File: src/rtl/prog_loader.sv
// Moves one program slot between a latency-READ_LAT disk and instruction memory,
// one word per cycle, with a re-arm interlock on the level-sensitive load request.
module prog_loader #(
  parameter int DATA_W       = 32,
  parameter int IDX_W        = 4,
  parameter int HD_ADDR_W    = 12,
  parameter int ROM_ADDR_W   = 10,
  parameter int SLOT_WORDS   = 300,
  parameter int DEST_BASE    = 512,
  parameter int READ_LAT     = 1,
  parameter int REARM_CYCLES = 2,
  localparam int CNT_W       = $clog2(SLOT_WORDS + 1)
) (
  input  logic                  clock,
  input  logic                  reset,
  input  logic [IDX_W-1:0]      prog_index,
  input  logic                  load_flag,
  input  logic                  store_mode,
  input  logic [CNT_W-1:0]      word_count,
  output logic [HD_ADDR_W-1:0]  hd_addr,
  input  logic [DATA_W-1:0]     hd_rdata,
  output logic [DATA_W-1:0]     hd_wdata,
  output logic                  hd_we,
  output logic [ROM_ADDR_W-1:0] rom_addr,
  input  logic [DATA_W-1:0]     rom_rdata,
  output logic [DATA_W-1:0]     rom_wdata,
  output logic                  rom_we,
  output logic                  loading,
  output logic                  busy,
  output logic                  done,
  output logic                  error
);

  localparam int SUM_W = IDX_W + CNT_W + HD_ADDR_W + ROM_ADDR_W + 2;
  localparam int RA_W  = $clog2(REARM_CYCLES + 1);
  localparam logic [READ_LAT-1:0] PV_TOP = READ_LAT'(1) << (READ_LAT - 1);

  typedef enum logic [1:0] {IDLE, XFER, DRAIN} state_t;
  state_t state, state_nx;

  logic                  armed;
  logic [RA_W-1:0]       rearm_cnt;
  logic                  store_q;
  logic [HD_ADDR_W-1:0]  base_q;
  logic [CNT_W-1:0]      len_q, idx_q;
  logic                  done_q, error_q;
  logic [READ_LAT-1:0]   pv;
  logic [CNT_W-1:0]      pi [READ_LAT];
  logic [HD_ADDR_W-1:0]  hd_addr_q;
  logic [ROM_ADDR_W-1:0] rom_addr_q;
  logic [DATA_W-1:0]     hd_wdata_q, rom_wdata_q;

  logic [CNT_W-1:0]      req_len;
  logic [SUM_W-1:0]      req_base;
  logic                  req, reject, issue, last_write, wr;
  logic [CNT_W-1:0]      wr_idx;
  logic                  rd_hd, rd_rom;

  // Bounds are checked at full precision so an oversized base never wraps into range.
  always_comb begin
    if (word_count == '0 || word_count > CNT_W'(SLOT_WORDS)) req_len = CNT_W'(SLOT_WORDS);
    else                                                      req_len = word_count;
    req_base = SUM_W'(prog_index) * SUM_W'(SLOT_WORDS);
    reject   = ((req_base + SUM_W'(req_len)) > (SUM_W'(1) << HD_ADDR_W)) ||
               ((SUM_W'(DEST_BASE) + SUM_W'(req_len)) > (SUM_W'(1) << ROM_ADDR_W));
    req      = (state == IDLE) && load_flag && armed;
  end

  assign issue      = (state == XFER);
  assign last_write = (pv == PV_TOP);
  assign wr         = pv[READ_LAT-1];
  assign wr_idx     = pi[READ_LAT-1];

  always_comb begin
    state_nx = state;
    case (state)
      IDLE:    if (req && !reject) state_nx = XFER;
      XFER:    if (idx_q + CNT_W'(1) == len_q) state_nx = DRAIN;
      DRAIN:   if (last_write) state_nx = IDLE;
      default: state_nx = IDLE;
    endcase
  end

  always_ff @(posedge clock or posedge reset) begin
    if (reset) state <= IDLE;
    else       state <= state_nx;
  end

  always_ff @(posedge clock or posedge reset) begin
    if (reset) begin
      armed     <= 1'b1;
      rearm_cnt <= '0;
      store_q   <= 1'b0;
      base_q    <= '0;
      len_q     <= '0;
      idx_q     <= '0;
      done_q    <= 1'b0;
      error_q   <= 1'b0;
    end else begin
      done_q  <= (state == DRAIN) && last_write;
      error_q <= req && reject;
      if (req) begin
        armed     <= 1'b0;
        rearm_cnt <= '0;
        store_q   <= store_mode;
        base_q    <= HD_ADDR_W'(req_base);
        len_q     <= req_len;
        idx_q     <= '0;
      end else if (state == IDLE && !armed) begin
        if (load_flag) rearm_cnt <= '0;
        else if (rearm_cnt + RA_W'(1) == RA_W'(REARM_CYCLES)) begin
          armed     <= 1'b1;
          rearm_cnt <= '0;
        end else rearm_cnt <= rearm_cnt + RA_W'(1);
      end
      if (issue) idx_q <= idx_q + CNT_W'(1);
    end
  end

  // Stage READ_LAT-1 of the valid/index pipeline is the write stage.
  always_ff @(posedge clock or posedge reset) begin
    if (reset) begin
      pv <= '0;
      for (int unsigned j = 0; j < READ_LAT; j++) pi[j] <= '0;
    end else begin
      pv    <= (pv << 1) | READ_LAT'(issue);
      pi[0] <= idx_q;
      for (int unsigned j = 1; j < READ_LAT; j++) pi[j] <= pi[j-1];
    end
  end

  always_ff @(posedge clock or posedge reset) begin
    if (reset) begin
      hd_addr_q   <= '0;
      rom_addr_q  <= '0;
      hd_wdata_q  <= '0;
      rom_wdata_q <= '0;
    end else begin
      hd_addr_q   <= hd_addr;
      rom_addr_q  <= rom_addr;
      hd_wdata_q  <= hd_wdata;
      rom_wdata_q <= rom_wdata;
    end
  end

  // Memory ports are driven live during read/write cycles and hold otherwise.
  always_comb begin
    rd_hd     = issue && !store_q;
    rd_rom    = issue && store_q;
    hd_we     = wr && store_q;
    rom_we    = wr && !store_q;
    hd_addr   = hd_addr_q;
    rom_addr  = rom_addr_q;
    if (rd_hd || hd_we)
      hd_addr = base_q + HD_ADDR_W'(rd_hd ? idx_q : wr_idx);
    if (rd_rom || rom_we)
      rom_addr = ROM_ADDR_W'(DEST_BASE) + ROM_ADDR_W'(rd_rom ? idx_q : wr_idx);
    hd_wdata  = hd_we  ? rom_rdata : hd_wdata_q;
    rom_wdata = rom_we ? hd_rdata  : rom_wdata_q;
  end

  assign busy    = (state != IDLE);
  assign done    = done_q;
  assign error   = error_q;
  assign loading = busy | (load_flag & armed);

endmodule

File: config.mk
export PLATFORM = sky130hd
export DESIGN_NAME = prog_loader
export DESIGN_NICKNAME = d
export VERILOG_FILES = /design/src/rtl/prog_loader.sv
export SDC_FILE = /design/constraint.sdc
export NUM_CORES = 1
export LEC_CHECK = 0
export CORE_MARGIN = 10
export CORE_UTILIZATION = 35
export CTS_BUF_LIST = sky130_fd_sc_hd__clkbuf_8 sky130_fd_sc_hd__clkbuf_16
export CTS_CLUSTER_DIAMETER = 30
export DETAILED_ROUTE_END_ITERATION = 8
export SYNTH_ARGS = -nofsm -noshare
export SYNTH_HDL_FRONTEND = slang
export SYNTH_SLANG_ARGS = --single-unit
File: constraint.sdc
create_clock -name clock -period 5.4 [get_ports clock]
set_clock_uncertainty 0.15 [all_clocks]
set_input_delay 1.35 -clock clock [delete_from_list [all_inputs] [get_ports clock]]
set_output_delay 1.35 -clock clock [all_outputs]
set_load 0.02 [all_outputs]
-- Word level (Yosys, flattened, before mapping)
Index checks and enable logic that the tools add are counted.
- add/sub/neg operators: 6
- $mul: 1
- $lt $le $gt $ge: 3
- eq/ne operators: 8
- muxes and demuxes: 21
- bitwise operators: 2
- reductions and logical operators: 25
- operators by type and width (kind ; number):
    $mux 32 ; 2
    $mux 9 ; 5
    $add 13x9->14 ; 1
    $gt 14x13->1 const B ; 1
    $mux 2 ; 7
    $add 12x9->12 ; 1
    $mux 12 ; 1
    $add 10x9->11 const A ; 1
    $gt 11x11->1 const B ; 1
    $mul 4x7->11 const B ; 1
    $add 10x9->10 const A ; 1
    $logic_and 1x1->1 ; 10
    $mux 10 ; 1
    $add 9x1->9 const B ; 1
    $eq 9x9->1 ; 1
    $gt 9x9->1 const B ; 1
    $logic_not 9->1 ; 1
    $reduce_bool 2->1 ; 4
    $ne 2x1->1 const B ; 3
    $pmux 2 s3 ; 1
    $reduce_and 3->1 ; 2
    $eq 2x2->1 const B ; 2
    $logic_or 1x1->1 ; 4
    $mux 1 ; 4
    7 further kinds ; 9
- register bits: 132
- input port bits: 81
- output and inout bits: 92
- word-level logic and storage cells: 81

-- Longest topological paths before layout
- depth after elaboration: 10
- mapped depth: 13
- depth with buffers taken out: 13

-- Worst setup path before layout
No wires, ideal clock.
- path type: reg-to-output
- start point: reg state[1]
- end point: out hd_addr[10]
- arrival: 3.232 ns
- required time: 3.900 ns
- setup slack: 0.668 ns
- stages on the path, launching flop included: 14
- path buffers: 1
- path through: dfrtp_1 > nand2b_1 > nor2_1 > clkbuf_1 > mux2_2 > ha_1 > fa_1 > a21o_1 > a21oi_1 > o21bai_1 > a21o_1 > a21o_1 > and3b_1 > o31a_1
- cells in the longest elaborated chain, start to end: 5
- elaborated cells on any way between the ends: 6
- ends and longest elaborated chain (element ; line ; RTL):
    from (decl) ; 39 ; state_t state, state_nx;
    from (signal assigned) ; 86 ; else state <= state_nx;
    $eq 2x1->1 * ; 69 ; assign issue = (state == XFER);
    $logic_and 1x1->1 * ; 148 ; rd_hd = issue && !store_q;
    $mux 9 ; 155 ; hd_addr = base_q + HD_ADDR_W'(rd_hd ? idx_q : wr_idx);
    $add 12x9->12 ; 155 ;
    $mux 12 * ; 154 ; if (rd_hd || hd_we)
    to (decl) ; 20 ; output logic [HD_ADDR_W-1:0] hd_addr,
Every way passes the cells marked *; elsewhere a longest branch is shown, timed or not.

-- Worst setup path after layout
Ends and elaborated chain as after synthesis.

==> impl_metrics.json <==
{
  "crit_arrival_ns": 3.68,
  "cp.required_ns": 3.90,
  "crit_fanout": 10,
  "drive_above_1_share_pct": 20.05,
  "clock_path_buffers": 2,
  "synth.cell_area_um2": 6329,
  "cts_root_buf": "clkbuf_16",
  "timing.final.max_slew_violations": 0,
  "io_pins": 173,
  "p_leak_nw": 3.935,
  "std_cell_rows": 49,
  "slew_headroom_pct": 40.41,
  "powerDensity_nw_per_um2": 597.9,
  "hold_violations": 0,
  "period_needed_ns": 5.181,
  "synth_nets": 641,
  "ant_nets": 0,
  "final.setup.tns_ns": 0,
  "synth_edf_count": 0,
  "dr.first_iter.drc_count": 239,
  "via_count": 4723,
  "yosys_most_used_dff": "dfrtp_1",
  "gp_congestion": 0.9039,
  "viasPerCell": 4.935,
  "worstSetupPathType": "reg2out",
  "drc": 0,
  "numPortBuffers": 172,
  "dp_hpwl_mm": 13.63,
  "ir_drop_mv": 0.3448,
  "numCtsBuffers": 17,
  "die-width_um": 154.5,
  "grt_util_all_layers_pct": 14.46,
  "dieArea_um2": 23860,
  "multiInputGateArea_um2": 2929,
  "die_h_um": 154.5,
  "cts_tree": "done",
  "most-common-layout-cells": "clkdlybuf4s50_1 (167), dfrtp_1 (131), mux2_2 (90)",
  "antenna_found_initial": 0,
  "netlist_instances": 529,
  "cts.hold.buffers_added": 0,
  "async_flop_share_pct": 100.0,
  "grt_pass1_wl_mm": 27.59,
  "cts-htree-levels": 4,
  "hold_class": "reg2reg",
  "finalCritPeriodShare_pct": 95.94,
  "finalNetCount": 828,
  "initial_utilization_pct": 35.35,
  "first_pass_iters": 5,
  "path_clk_slew_ns": 0.06,
  "avgSynthCellArea_um2": 11.96,
  "status": "complete, no violations",
  "yosysWarningCount": 0,
  "yosysSeqAreaShare_pct": 52.21,
  "critPathLaunchType": "flop",
  "post-cts-setup-buffers": 0,
  "cp-end-kind": "output pin",
  "grt-ovfl-total": 0,
  "worst_pin_slew_ns": 0.8938,
  "coreArea_um2": 17900,
  "ys_seq_elements": 132,
  "clk_latency_ns": 0.41,
  "fillers": 1604,
  "grt_max_degree": 74,
  "power_mw": 5.337,
  "setup_viol": 0,
  "wl_per_cell_um": 18.00,
  "fmax_mhz": 193.0,
  "rsz0062_at_grt": "false",
  "utilization_pct": 49.86,
  "layout_commonest_cell": "clkdlybuf4s50_1",
  "max_cap_viol_count": 0,
  "routed_wl_mm": 17.22,
  "ff_latch_area_um2": 3304,
  "diodes": 0,
  "grt_pass1_vias": 4895,
  "ys_types": 55,
  "cts_num_sinks": 132,
  "area_growth_pct": 41.04
}
-- kinds of logic after synthesis --
logic type	share of synthesized area [%]
flops	52.21
simple gates	9.292
mux	16.73
compound gates	9.728
fa+ha+maj	6.485
xor+xnor	3.875
buf+inv	1.680
-- registers in the layout, summed over array words and instances, names as in the netlist --
register and cells:
hd_wdata_q 32, rom_wdata_q 32, state 2, idx_q 9
store_q 1, done 1, armed 1, error 1
last_write 1, hd_addr_q 12, pi 9, base_q 10
rearm_cnt 2, rom_addr_q 10, len_q 9
-- through the flow --
step	setup slack (ns)	instance area, um2	instances	hold WS [ns]
6_report	0.2193	8926	957	0.3189
5_1_grt	0.02821	8926	957	0.3305
4_1_cts	0.006289	8915	957	0.3234
3_5_place_dp	0.1243	8383	926	0.3108
3_3_place_gp	0.1997	8383	926	0.3047
2_1_floorplan	0.3756	6329	529	0.2019
-- worst max-delay path, cell delays in order, from the launching register on --
cell           delay (ns)
dfrtp_1              0.39
nand2b_1             0.17
nor2_1               0.14
buf_4                0.21
mux2_2               0.38
fa_1                 0.43
a21o_1               0.20
a21oi_2              0.17
o21bai_1             0.08
a21o_1               0.20
a21o_1               0.18
and3b_1              0.15
o31a_1               0.25
dlygate4sd2_1        0.33
-- power breakdown --
part           internal [mW]  leakage (nW)  switching [mW]
logic                   1.31          2.03            1.39
registers               1.42          1.63           0.180
clock network          0.631         0.269           0.405
-- Yosys cell counts (all sizes together), types with 2 or more instances --
library cell  count  share of area, %
inv              10              0.59
and2              5              0.49
xnor2            19               2.6
and3              8              0.79
or2               3              0.30
xor2              9               1.2
nor2b             2              0.20
dfrtp           131                52
a22oi            11               1.3
nand2            58               3.4
nor2             19               1.1
mux2i             3              0.47
a21oi            11              0.93
nor3              5              0.40
ha               28               5.5
or3               3              0.30
a211oi            4              0.63
o22a              2              0.28
nor4              4              0.40
a31oi             3              0.30
o21bai            5              0.59
o21ai            33               2.7
a21o              5              0.59
mux2             91                16
nand3             6              0.47
o221ai            2              0.28
fa                3              0.95
clkbuf           17               1.0
o31a              2              0.28
nand2b            7              0.69
-- worst paths after layout --
path,from,endpoint,slack [ns],cells after the start
min,rom_addr_q[6],rom_addr_q[6],0.32,2
min in group asynchronous,reset,rom_wdata_q[10],1.33,2
max,state[1],hd_addr[10],0.22,13
max reg2reg,state[1],hd_addr_q[10],2.18,12
min reg2reg,rom_addr_q[6],rom_addr_q[6],0.32,2
max in group asynchronous,reset,hd_wdata_q[26],2.74,3
-- area by class of cell --
type | instances | share of cell area, %
clock inverters | 13 | 1.065
flip-flops and latches | 132 | 37.02
multi-input cells | 369 | 32.81
well taps | 229 | 3.210
clock buffers | 18 | 4.920
inverters | 10 | 0.4486
repair buffers | 186 | 20.52
-- layer usage --
metal | GRT usage, % | up-vias | part of all wire, %
met3 | 4.382 | 12 | 5.6
met2 | 23.80 | 131 | 48
met1 | 17.84 | 2316 | 45
li1 | - | 2264 | -
met4 | 4.318 | 0 | 0.92
met5 | 0 | - | 0
-- timing repair --
item / CTS / global route
pin swaps: 0 / 0
cloned: 0 / 0
endpoints found under the setup margin: 2 / 4
gates resized for setup: 2 / 5
Power figures use the tool's default switching activity.
